## src/rtl/alu_operand_seq.sv

```systemverilog
// Operand source for ALU bring-up: presents one (A,B) pair from a fixed table of
// corner cases or from two Galois LFSRs, selected by switches, step button or timer.
module alu_operand_seq #(
  parameter int WIDTH    = 32,
  parameter int DEPTH    = 8,
  parameter int TICK_DIV = 50_000_000
) (
  input  logic             clk,
  input  logic             rst_n,
  input  logic [1:0]       mode,
  input  logic [2:0]       sel,
  input  logic             step,
  output logic [WIDTH-1:0] A,
  output logic [WIDTH-1:0] B,
  output logic [2:0]       idx,
  output logic             valid,
  output logic             wrap
);

  typedef enum logic [1:0] {
    MODE_MANUAL = 2'b00,
    MODE_STEP   = 2'b01,
    MODE_AUTO   = 2'b10,
    MODE_RANDOM = 2'b11
  } mode_e;

  localparam int                TICK_W    = $clog2(TICK_DIV);
  localparam logic [TICK_W-1:0] TICK_LAST = TICK_W'(TICK_DIV - 1);
  localparam logic [2:0]        IDX_LAST  = 3'(DEPTH - 1);
  localparam logic [31:0]       LFSR_POLY = 32'h8020_0003;
  localparam logic [31:0]       SEED_A    = 32'hACE1_2468;
  localparam logic [31:0]       SEED_B    = 32'h1357_9BDF;
  localparam logic [31:0]       E1_B      = 32'h0000_0607;
  localparam logic [31:0]       E7_A      = 32'h1234_5678;
  localparam logic [31:0]       E7_B      = 32'h1111_2222;
  localparam logic [WIDTH-1:0]  ONES      = '1;
  localparam logic [WIDTH-1:0]  MIN_V     = {1'b1, {(WIDTH-1){1'b0}}};
  localparam logic [WIDTH-1:0]  MAX_V     = {1'b0, {(WIDTH-1){1'b1}}};

  function automatic logic [WIDTH-1:0] entry(input int i, input logic is_b);
    logic [WIDTH-1:0] v;
    case (i)
      0:       v = '0;
      1:       v = is_b ? E1_B[WIDTH-1:0] : WIDTH'(3);
      2:       v = MIN_V;
      3:       v = MAX_V;
      4:       v = ONES;
      5:       v = is_b ? ONES : MIN_V;
      6:       v = is_b ? MIN_V : ONES;
      default: v = is_b ? E7_B[WIDTH-1:0] : E7_A[WIDTH-1:0];
    endcase
    return v;
  endfunction

  function automatic logic [31:0] lfsr_shift(input logic [31:0] s);
    return (s >> 1) ^ (s[0] ? LFSR_POLY : 32'h0);
  endfunction

  logic [WIDTH-1:0] tbl_a [8];
  logic [WIDTH-1:0] tbl_b [8];

  genvar gi;
  generate
    for (gi = 0; gi < 8; gi++) begin : g_tbl
      assign tbl_a[gi] = entry(gi, 1'b0);
      assign tbl_b[gi] = entry(gi, 1'b1);
    end
  endgenerate

  logic [WIDTH-1:0]  a_reg, a_next;
  logic [WIDTH-1:0]  b_reg, b_next;
  logic [2:0]        idx_reg, idx_next;
  logic              valid_reg, valid_next;
  logic              wrap_reg, wrap_next;
  logic [TICK_W-1:0] tick_reg, tick_next;
  logic [31:0]       lfsr_a_reg, lfsr_a_next;
  logic [31:0]       lfsr_b_reg, lfsr_b_next;
  logic              step_d_reg;
  logic              run_reg;
  logic              sedge;
  logic              advance;

  assign sedge = step & ~step_d_reg;

  always_comb begin
    idx_next    = idx_reg;
    tick_next   = '0;
    lfsr_a_next = lfsr_a_reg;
    lfsr_b_next = lfsr_b_reg;
    advance     = 1'b0;
    case (mode_e'(mode))
      MODE_MANUAL: idx_next = (sel > IDX_LAST) ? IDX_LAST : sel;
      MODE_STEP:   advance = sedge;
      MODE_AUTO: begin
        advance   = (tick_reg == TICK_LAST);
        tick_next = advance ? '0 : tick_reg + TICK_W'(1);
      end
      default: begin
        if (sedge) begin
          lfsr_a_next = lfsr_shift(lfsr_a_reg);
          lfsr_b_next = lfsr_shift(lfsr_b_reg);
        end
      end
    endcase
    wrap_next = advance && (idx_reg == IDX_LAST);
    if (advance) begin
      idx_next = wrap_next ? 3'd0 : idx_reg + 3'd1;
    end
    // Table modes read the entry selected on this same edge, so A/B never lag idx.
    if (mode_e'(mode) == MODE_RANDOM) begin
      a_next = lfsr_a_next[WIDTH-1:0];
      b_next = lfsr_b_next[WIDTH-1:0];
    end else begin
      a_next = tbl_a[idx_next];
      b_next = tbl_b[idx_next];
    end
    valid_next = (a_next != a_reg) || (b_next != b_reg);
  end

  always_ff @(posedge clk or negedge rst_n) begin
    if (!rst_n) begin
      a_reg      <= '0;
      b_reg      <= '0;
      idx_reg    <= '0;
      valid_reg  <= 1'b0;
      wrap_reg   <= 1'b0;
      tick_reg   <= '0;
      lfsr_a_reg <= SEED_A;
      lfsr_b_reg <= SEED_B;
      step_d_reg <= 1'b0;
      run_reg    <= 1'b0;
    end else begin
      step_d_reg <= step;
      run_reg    <= 1'b1;
      // First edge after release only arms the block, so it cannot pulse valid/wrap.
      if (run_reg) begin
        a_reg      <= a_next;
        b_reg      <= b_next;
        idx_reg    <= idx_next;
        valid_reg  <= valid_next;
        wrap_reg   <= wrap_next;
        tick_reg   <= tick_next;
        lfsr_a_reg <= lfsr_a_next;
        lfsr_b_reg <= lfsr_b_next;
      end
    end
  end

  assign A     = a_reg;
  assign B     = b_reg;
  assign idx   = idx_reg;
  assign valid = valid_reg;
  assign wrap  = wrap_reg;

endmodule
```

## config.mk

```make
export PLATFORM = sky130hd
export DESIGN_NAME = alu_operand_seq
export DESIGN_NICKNAME = d
export VERILOG_FILES = /design/src/rtl/alu_operand_seq.sv
export SDC_FILE = /design/constraint.sdc
export NUM_CORES = 1
export LEC_CHECK = 0
export ABC_AREA = 1
export ABC_CLOCK_PERIOD_IN_PS = 3000
export CORE_AREA = 2 2 188 172
export CTS_BUF_LIST = sky130_fd_sc_hd__clkbuf_16
export DETAILED_ROUTE_END_ITERATION = 16
export DIE_AREA = 0 0 190 174
export PLACE_DENSITY = 0.44
export SYNTH_ARGS = -nofsm -noshare
export SYNTH_HDL_FRONTEND = slang
export SYNTH_SLANG_ARGS = --single-unit
```

## constraint.sdc

```tcl
create_clock -name clk -period 3 [get_ports clk]
set_clock_uncertainty 0.05 [all_clocks]
set_input_delay 0.6 -clock clk [delete_from_list [all_inputs] [get_ports clk]]
set_output_delay 0.6 -clock clk [all_outputs]
set_load 0.01 [all_outputs]
```

==> flow_metrics.env, run 1 <==
export IMPL_status="complete, no violations"
export IMPL_hold_class="primary input to asynchronous set/reset pin"
export IMPL_worst_pin_slew_ps=829
export IMPL_dieArea_um2=33100
export IMPL_place_area_um2=10900
export IMPL_yosysTopAreaCellShare_pct=34.8
export IMPL_reg2reg_from="tick_reg[12]"
export IMPL_io_pins=77
export IMPL_cp_max_fo=7
export IMPL_synth_nets=1248
export IMPL_clk_path_buf_depth=2
export IMPL_required_ps=3280
export IMPL_grt_pass1_vias=7722
export IMPL_first_iter_violations=356
export IMPL_crit_buf_inv=3
export IMPL_pre_cts_ws_ps=-586
export IMPL_crit_slowest_cell="clkdlybuf4s50_1"
export IMPL_gp_congestion=0.725
export IMPL_reg2regPathDepth=22
export IMPL_holdWs_ps=125
export IMPL_ys_ff_latch=161
export IMPL_die_h_um=174
export IMPL_track_usage_pct=15.6
export IMPL_port_buffers=76
export IMPL_avgRoutedWirePerCell_um=14.2
export IMPL_worstSetupPathType="primary input to flip-flop"
export IMPL_timing_rr_end="valid"
export IMPL_synth_edf_count=0
export IMPL_min_period_over_period_pct=97.3
export IMPL_drtPass1Iterations=5
export IMPL_drcViolationCount=0
export IMPL_rsz0062_at_grt="true"
export IMPL_postLayoutCoreUtil_pct=37.7
export IMPL_grt_max_degree=213
export IMPL_endpoint_kind="flip-flop"
export IMPL_leakagePower_nw=5.62
export IMPL_row_count=62
export IMPL_path_cells="clkdlybuf4s50_1 > inv_1 > nor2_2 > nand2_2 > nand2_4 > nand2_4 > nand2_1 > nand2_2 > nand2_4 > nand3_4 > buf_16 > nand3b_1 > nand2_1 > nor2_2 > nand2_1 > nor2_1 > nand2_1 > nor2_2 > nand2_1 > nand2_1 > nand2_1"
export IMPL_pwr_share_comb_pct=31.0
export IMPL_power_density_nw_per_um2=624
export IMPL_start_util_pct=29.4
export IMPL_setup_viol=0
export IMPL_layout_nets=1373
export IMPL_worst_slack_ps=80.6
export IMPL_tritoncts="yes"
export IMPL_numCtsBuffers=17
export IMPL_die_x_um=190
export IMPL_cts_clk_slew_worst_paths_ps=80
export IMPL_slew_headroom_pct=44.8
export IMPL_dp_hpwl_um=16500
export IMPL_grt_pass1_wl_um=40800
export IMPL_maxCapViolCount=0
export IMPL_drive_above_1_share_pct=17.8
export IMPL_cp_common_cell="nand2_1"
export IMPL_placed_cells=1741
export IMPL_fillers=3247
export IMPL_finalHoldViolCount=0
export IMPL_ir_drop_uv=443
export IMPL_antenna_left=0
export IMPL_p_clk_share_pct=29.4
export IMPL_clkSinkCount=161
export IMPL_power_switching_mw=2.53
export IMPL_fin_setup_tns_ps=0
export IMPL_critPathTopFamily="simple AND/OR/NAND/NOR gates"
export IMPL_p_int_mw=4.82
export IMPL_cp_start_kind="primary input"
export IMPL_synth_cells=1232
export IMPL_grt_remaining_overflow=0
export IMPL_r2r_setup_slack_ps=90
export IMPL_core_area_um2=31300
export IMPL_synthFlopType="dfrtp_1"
export IMPL_swShare_pct=34.4
export IMPL_netlist_area_um2=9200
export IMPL_antenna_cells=0
export IMPL_layout_commonest_cell="nand2_1"
export IMPL_ys_async_sr_fraction_pct=100
export IMPL_via_per_inst=4.52
export IMPL_clkLatencyLatePin_ps=440
export IMPL_htreeDepth=4
export IMPL_synth_area_leaders="dfrtp_1, nand2_1, dfstp_2"
export IMPL_syn_to_final_growth_pct=28.2
export IMPL_final_cells=1786
export IMPL_syn_area_per_cell_um2=7.47
export IMPL_worstPathArrival_ps=3200
export IMPL_post_synth_num_cell_types=39
export IMPL_seq_power_share_pct=39.6
export IMPL_routed_wl_um=25400
export IMPL_synth_top_cell_by_area="dfrtp_1"
export IMPL_yosys_warnings=0
export IMPL_vias=8067
export IMPL_ys_seq_area_share_pct=44.3
export IMPL_layout_common_cells="nand2_1, o21ai_0, dfrtp_1, inv_1, clkdlybuf4s50_1"
export IMPL_max_stage_delay_ps=480
export IMPL_design_area_um2=11800
export IMPL_antenna_found_initial=0
export IMPL_fmax_ghz=0.343
export IMPL_slew_violations=0
export IMPL_power_mw=7.36
export IMPL_root_buffer="clkbuf_16"
export IMPL_fin_crit_ps=2920
metal layers:
metal | vias up | GRT usage, % | part of all wire (%)
li1 | 4200 | - | -
met1 | 3738 | 21.8 | 50
met2 | 120 | 24.7 | 46
met3 | 9 | 3.07 | 3.1
met4 | 0 | 3.52 | 0.54
met5 | - | 0 | 0
worst max path at each step:
| stage | slack [ps] | to | cells after the start | start |
|---|---|---|---|---|
| 2_1_floorplan | 430 | valid | 16 | mode[0] |
| 3_3_place_gp | -580 | valid | 22 | mode[0] |
| 3_5_place_dp | -590 | valid | 22 | mode[0] |
| 4_1_cts | 0.9 | valid | 19 | mode[0] |
| 5_1_grt | -190 | valid | 24 | tick_reg[14] |
| 6_report | 80 | valid | 21 | step |
cell usage after synthesis, types with 13 or more instances:
cell type and n:
a21oi_1 13, clkbuf_1 37, dfrtp_1 128, dfstp_2 33, inv_1 80, mux2i_1 30
nand2_1 464, nand2_2 23, nand3_1 44, nand3b_1 38, nor2_1 72, o21ai_0 167
or2_2 24
power groups by stage:
| stage | Clock (mW) | Combinational, mW | Sequential [mW] |
|---|---|---|---|
| final | 2.16 | 2.28 | 2.91 |
| after global routing | 2.32 | 2.60 | 2.97 |
| after floorplan | 0 | 1.21 | 2.94 |
| after detailed placement | 0 | 2.18 | 2.95 |
| after CTS | 2.23 | 2.23 | 2.92 |
| after global placement | 0 | 2.16 | 2.95 |
timing repair:
action,in CTS,in global routing
pin swaps,3,21
endpoints found under the setup margin,1,3
hold buffers,0,0
resized for setup,11,33
cloned,1,5
setup buffers,0,7
area by class of cell:
| cell class | instances | area [um^2] | share of cell area [%] |
|---|---|---|---|
| Inverter | 82 | 318 | 2.70 |
| Clock inverter | 15 | 134 | 1.14 |
| Clock buffer | 17 | 425 | 3.61 |
| Multi-Input combinational cell | 932 | 4630 | 39.3 |
| Tap cell | 416 | 520 | 4.41 |
| Timing Repair Buffer | 163 | 1690 | 14.3 |
| Sequential cell | 161 | 4070 | 34.5 |
kinds of logic after synthesis:
| group | share of synthesized area, % |
|---|---|
| AO/OA/AOI/OAI | 10.6 |
| XOR/XNOR | 1.24 |
| adder cells (fa/ha/maj) | 1.09 |
| buffers and inverters | 6.79 |
| flip-flops | 44.3 |
| multiplexers | 3.26 |
| other | 0.0408 |
| AND/OR/NAND/NOR | 32.7 |
Power figures use the tool's default switching activity.
==> run 2, diff against run 1 <==
--- a/config.mk
+++ b/config.mk
@@ -7,10 +7,10 @@
 export LEC_CHECK = 0
 export ABC_AREA = 1
 export ABC_CLOCK_PERIOD_IN_PS = 3000
-export CORE_AREA = 2 2 188 172
+export CORE_AREA = 5 5 191 175
 export CTS_BUF_LIST = sky130_fd_sc_hd__clkbuf_16
 export DETAILED_ROUTE_END_ITERATION = 16
-export DIE_AREA = 0 0 190 174
+export DIE_AREA = 0 0 196 180
 export PLACE_DENSITY = 0.44
 export SYNTH_ARGS = -nofsm -noshare
 export SYNTH_HDL_FRONTEND = slang
==> run 2 against run 1 <==
Sequential cell count unchanged. Power shrank 1.2%. Cell count rose by 0.34%. Final area is 1.1% higher. Global-route usage down 1.5 points. Maximum frequency up 1.1%. Critical path depth up 3. Via count about the same. Hold slack got worse by 38 ps. Sequential power barely moved.
==> flow_metrics.env, run 2 (synthesis gave the netlist of run 1 again) <==
export IMPL_status="complete, no violations"
export IMPL_setup_viol=0
export IMPL_worst_pin_slew_ps=1080
export IMPL_drive_above_1_share_pct=19.1
export IMPL_cp_max_fo=7
export IMPL_antenna_left=0
export IMPL_numCtsBuffers=17
export IMPL_min_period_over_period_pct=96.3
export IMPL_rsz0062_at_grt="true"
export IMPL_grt_max_degree=213
export IMPL_io_pins=77
export IMPL_fin_setup_tns_ps=0
export IMPL_grt_pass1_vias=7903
export IMPL_avgRoutedWirePerCell_um=14.3
export IMPL_grt_pass1_wl_um=40600
export IMPL_clk_path_buf_depth=2
export IMPL_layout_common_cells="nand2_1, o21ai_0, dfrtp_1, inv_1, clkdlybuf4s50_1"
export IMPL_track_usage_pct=14.1
export IMPL_clkLatencyLatePin_ps=440
export IMPL_antenna_cells=0
export IMPL_port_buffers=76
export IMPL_fmax_ghz=0.346
export IMPL_hold_class="primary input to asynchronous set/reset pin"
export IMPL_slew_violations=0
export IMPL_layout_commonest_cell="nand2_1"
export IMPL_wl_met2_um=12300
export IMPL_first_iter_violations=449
export IMPL_htreeDepth=4
export IMPL_core_area_um2=31300
export IMPL_fillers=3249
export IMPL_cp_start_kind="flip-flop"
export IMPL_reg2reg_from="tick_reg[9]"
export IMPL_grt_remaining_overflow=0
export IMPL_vias=8066
export IMPL_endpoint_kind="flip-flop"
export IMPL_maxCapViolCount=0
export IMPL_layout_nets=1379
export IMPL_via_per_inst=4.50
export IMPL_tritoncts="yes"
export IMPL_ir_drop_uv=414
export IMPL_cts_clk_slew_worst_paths_ps=70
export IMPL_power_mw=7.27
export IMPL_drtPass1Iterations=5
export IMPL_leakagePower_nw=5.64
export IMPL_syn_to_final_growth_pct=29.7
export IMPL_worstSetupPathType="flip-flop to flip-flop"
export IMPL_die_x_um=196
export IMPL_row_count=62
export IMPL_hold_buffers=0
export IMPL_routed_wl_um=25700
export IMPL_slew_headroom_pct=27.9
export IMPL_highest_layer="met4"
export IMPL_die_h_um=180
export IMPL_required_ps=3280
export IMPL_met3_length_um=801
export IMPL_wl_met1_um=12400
export IMPL_dp_hpwl_um=16500
export IMPL_drcViolationCount=0
export IMPL_worstPathArrival_ps=3170
export IMPL_power_density_nw_per_um2=610
export IMPL_setup_worst_path_start="tick_reg[9]"
export IMPL_antenna_found_initial=0
export IMPL_root_buffer="clkbuf_16"
export IMPL_gp_congestion=0.742
export IMPL_dieArea_um2=35300
export IMPL_finalHoldViolCount=0
export IMPL_start_util_pct=29.3
export IMPL_clkSinkCount=161
export IMPL_fin_crit_ps=2890
-- run 2: what timing repair did --
action | 4_1_cts | 5_1_grt
buffers inserted | 0 | 17
cloned | 0 | 9
resized for setup | 2 | 61
pin swaps | 0 | 25
setup endpoints to repair | 1 | 3
-- run 2: through the flow --
step	worst slack (ps)	cells	hold WS, ps	utilization, %	cell area [um^2]
after global placement	-473	1734	416	34.7	10900
after detailed placement	-488	1734	423	34.7	10900
after global routing	-77.1	1792	115	38.1	11900
after CTS	26.0	1766	113	36.4	11400
final	112	1792	86.6	38.1	11900
after floorplan	434	1232	254	-	9200
-- run 2: path summary, 6_finish.rpt --
check / endpoint / slack, ps / cells after the start
worst max-delay path: valid / 110 / 24
worst min-delay path: tick_reg[18] / 90 / 1
worst max register to register: valid / 110 / 24
worst min register to register: lfsr_b_reg[31] / 430 / 2
max in group asynchronous: lfsr_b_reg[15] / 1930 / 2
min in group clk: lfsr_b_reg[31] / 430 / 2
-- run 2: area by class of cell --
type / count / area (um^2) / share of cell area, %
repair buffers: 170 / 1770 / 14.8
well taps: 416 / 520 / 4.36
clock buffers: 17 / 425 / 3.57
inverters: 82 / 313 / 2.62
flip-flops and latches: 161 / 4070 / 34.1
multi-input cells: 931 / 4710 / 39.5
clock inverters: 15 / 113 / 0.944
-- run 2: critical path, cell delays in order (launching register included) --
cell and delay, ps:
dfrtp_1 410, inv_2 80, nand2_1 60, nor2_1 90
nand2_1 70, nor2_2 130, nand3_2 100, nand2_4 160
nand3b_1 140, nand2_4 100, nand3_4 100, nand3_4 220
buf_6 140, buf_6 120, nand2_1 70, nand2_1 60
nand2_1 50, nor2_1 80, nand2_1 90, nor2_2 120
nand2_2 70, nor2_4 110, nand2_1 50, nand2_1 50
nand2_1 50
-- run 2: report_power, final --
part	leakage (nW)	switching [mW]	internal (mW)
registers	1.99	0.317	2.59
clock network	0.243	0.988	1.06
logic	3.40	1.22	1.10
total	5.64	2.53	4.74
-- run 2: layer usage --
metal	vias to the layer above	GRT usage (%)
li1	4214	-
met1	3748	18.5
met2	90	24.1
met3	14	2.92
met4	0	2.96
met5	-	0
==> run 3, diff against run 2 <==
--- a/config.mk
+++ b/config.mk
@@ -7,11 +7,13 @@
 export LEC_CHECK = 0
 export ABC_AREA = 1
 export ABC_CLOCK_PERIOD_IN_PS = 3000
-export CORE_AREA = 5 5 191 175
+export CORE_AREA = 5 5 149 137
 export CTS_BUF_LIST = sky130_fd_sc_hd__clkbuf_16
+export CTS_CLUSTER_SIZE = 12
 export DETAILED_ROUTE_END_ITERATION = 16
-export DIE_AREA = 0 0 196 180
-export PLACE_DENSITY = 0.44
+export DIE_AREA = 0 0 154 142
+export PLACE_DENSITY = 0.68
+export REMOVE_ABC_BUFFERS = 1
 export SYNTH_ARGS = -nofsm -noshare
 export SYNTH_HDL_FRONTEND = slang
 export SYNTH_SLANG_ARGS = --single-unit
==> run 3 against run 2 <==
Via count fell by 0.77%. Sequential cell count did not move. Setup slack improved by 10 ps. Count of clock-buffer cells in the layout did not move.
==> flow_metrics.env, run 3 (synthesis gave the netlist of run 1 again) <==
export IMPL_seq_power_share_pct=41.0
export IMPL_postLayoutCoreUtil_pct=59.1
export IMPL_via_per_inst=5.06
export IMPL_worst_pin_slew_ps=954
export IMPL_grt_pass1_vias=7558
export IMPL_antenna_cells=0
export IMPL_start_util_pct=49.1
export IMPL_power_switching_mw=2.39
export IMPL_status="complete, no violations"
export IMPL_clk_path_buf_depth=2
export IMPL_grt_pass1_wl_um=37000
export IMPL_final_cells=1582
export IMPL_pre_cts_ws_ps=-520
export IMPL_p_clk_share_pct=29.6
export IMPL_fmax_ghz=0.347
export IMPL_leakagePower_nw=5.36
export IMPL_rsz0062_at_grt="true"
export IMPL_hold_class="primary input to asynchronous set/reset pin"
export IMPL_p_int_mw=4.70
export IMPL_io_pins=77
export IMPL_root_buffer="clkbuf_16"
export IMPL_design_area_um2=11100
export IMPL_holdWs_ps=65.0
export IMPL_cts_clk_slew_worst_paths_ps=70
export IMPL_row_count=48
export IMPL_layout_common_cells="nand2_1, o21ai_0, dfrtp_1, inv_1, clkdlybuf4s50_1"
export IMPL_dieArea_um2=21900
export IMPL_cp_start_kind="primary input"
export IMPL_htreeDepth=4
export IMPL_fin_crit_ps=2880
export IMPL_track_usage_pct=20.5
export IMPL_port_buffers=76
export IMPL_grt_remaining_overflow=0
export IMPL_cp_max_fo=10
export IMPL_placed_cells=1548
export IMPL_slew_headroom_pct=36.4
export IMPL_slew_violations=0
export IMPL_syn_to_final_growth_pct=20.4
export IMPL_place_area_um2=10400
export IMPL_maxCapViolCount=0
export IMPL_required_ps=3260
export IMPL_antenna_found_initial=0
export IMPL_layout_commonest_cell="nand2_1"
export IMPL_die_h_um=142
export IMPL_worstSetupPathType="primary input to flip-flop"
export IMPL_drcViolationCount=0
export IMPL_avgRoutedWirePerCell_um=13.8
export IMPL_grt_max_degree=108
export IMPL_dp_hpwl_um=14700
export IMPL_fin_setup_tns_ps=0
export IMPL_worst_slack_ps=122
export IMPL_pwr_share_comb_pct=29.4
export IMPL_power_mw=7.09
export IMPL_swShare_pct=33.7
export IMPL_tritoncts="yes"
export IMPL_vias=8004
export IMPL_ir_drop_uv=398
export IMPL_layout_nets=1335
export IMPL_clkSinkCount=161
export IMPL_power_density_nw_per_um2=641
export IMPL_finalHoldViolCount=0
export IMPL_min_period_over_period_pct=95.9
export IMPL_worstPathArrival_ps=3140
export IMPL_endpoint_kind="flip-flop"
export IMPL_clkLatencyLatePin_ps=430
export IMPL_hold_buffers=0
export IMPL_gp_congestion=0.866
export IMPL_drive_above_1_share_pct=14.3
export IMPL_die_x_um=154
export IMPL_antenna_left=0
export IMPL_drtPass1Iterations=5
export IMPL_first_iter_violations=600
export IMPL_setup_viol=0
export IMPL_routed_wl_um=21900
export IMPL_core_area_um2=18700
export IMPL_numCtsBuffers=17
[run 3: layer usage]
layer / up-vias / global-route usage (%) / wire length (um)
li1: 4118 / - / -
met1: 3746 / 27.9 / 10600
met2: 116 / 33.9 / 10200
met3: 24 / 4.35 / 801
met4: 0 / 4.79 / 235
met5: - / 0 / 0
[run 3: power by group through the flow]
| stage | clock [mW] | sequential (mW) | combinational [mW] |
|---|---|---|---|
| global placement | 0 | 2.93 | 2.00 |
| CTS | 2.14 | 2.91 | 2.09 |
| detailed placement | 0 | 2.93 | 2.04 |
| floorplan | 0 | 2.95 | 1.13 |
| finish | 2.10 | 2.91 | 2.09 |
| global route | 2.24 | 2.97 | 2.38 |
[run 3: repair_timing]
item,CTS,global route
gates resized for setup,10,8
gates cloned,1,1
setup endpoints to repair,1,3
setup buffers,0,0
pin swaps,1,1
[run 3: path summary, 6_finish.rpt]
check | cells after the start | startpoint | slack (ps) | to
max | 18 | step | 120 | valid
min | 1 | rst_n | 60 | lfsr_b_reg[14]
max reg2reg | 24 | tick_reg[20] | 160 | valid
min reg2reg | 2 | lfsr_b_reg[28] | 440 | lfsr_b_reg[28]
min in group clk | 2 | lfsr_b_reg[28] | 440 | lfsr_b_reg[28]
max in group asynchronous | 2 | rst_n | 2080 | lfsr_a_reg[6]
[run 3: layout make-up]
| cell class | count | area (um^2) |
|---|---|---|
| sequential | 161 | 4070 |
| tap | 250 | 313 |
| timing repair buffer | 126 | 1270 |
| clock inverter | 15 | 134 |
| fill | 1729 | 7670 |
| inverter | 82 | 312 |
| multi-input combinational | 931 | 4550 |
| clock buffer | 17 | 425 |
[run 3: worst max-delay path: stages]
cell and delay [ps]:
clkdlybuf4s50_1 470, inv_1 40, nor2_1 160, nand2_2 140
buf_4 210, buf_4 190, mux2i_1 130, or2_2 280
nand3_1 80, nand2_1 50, nor2_1 130, nand2_1 80
nor2_1 140, nand2_2 100, nor2_2 140, nand2_1 70
nand2_1 50, nand2_1 50
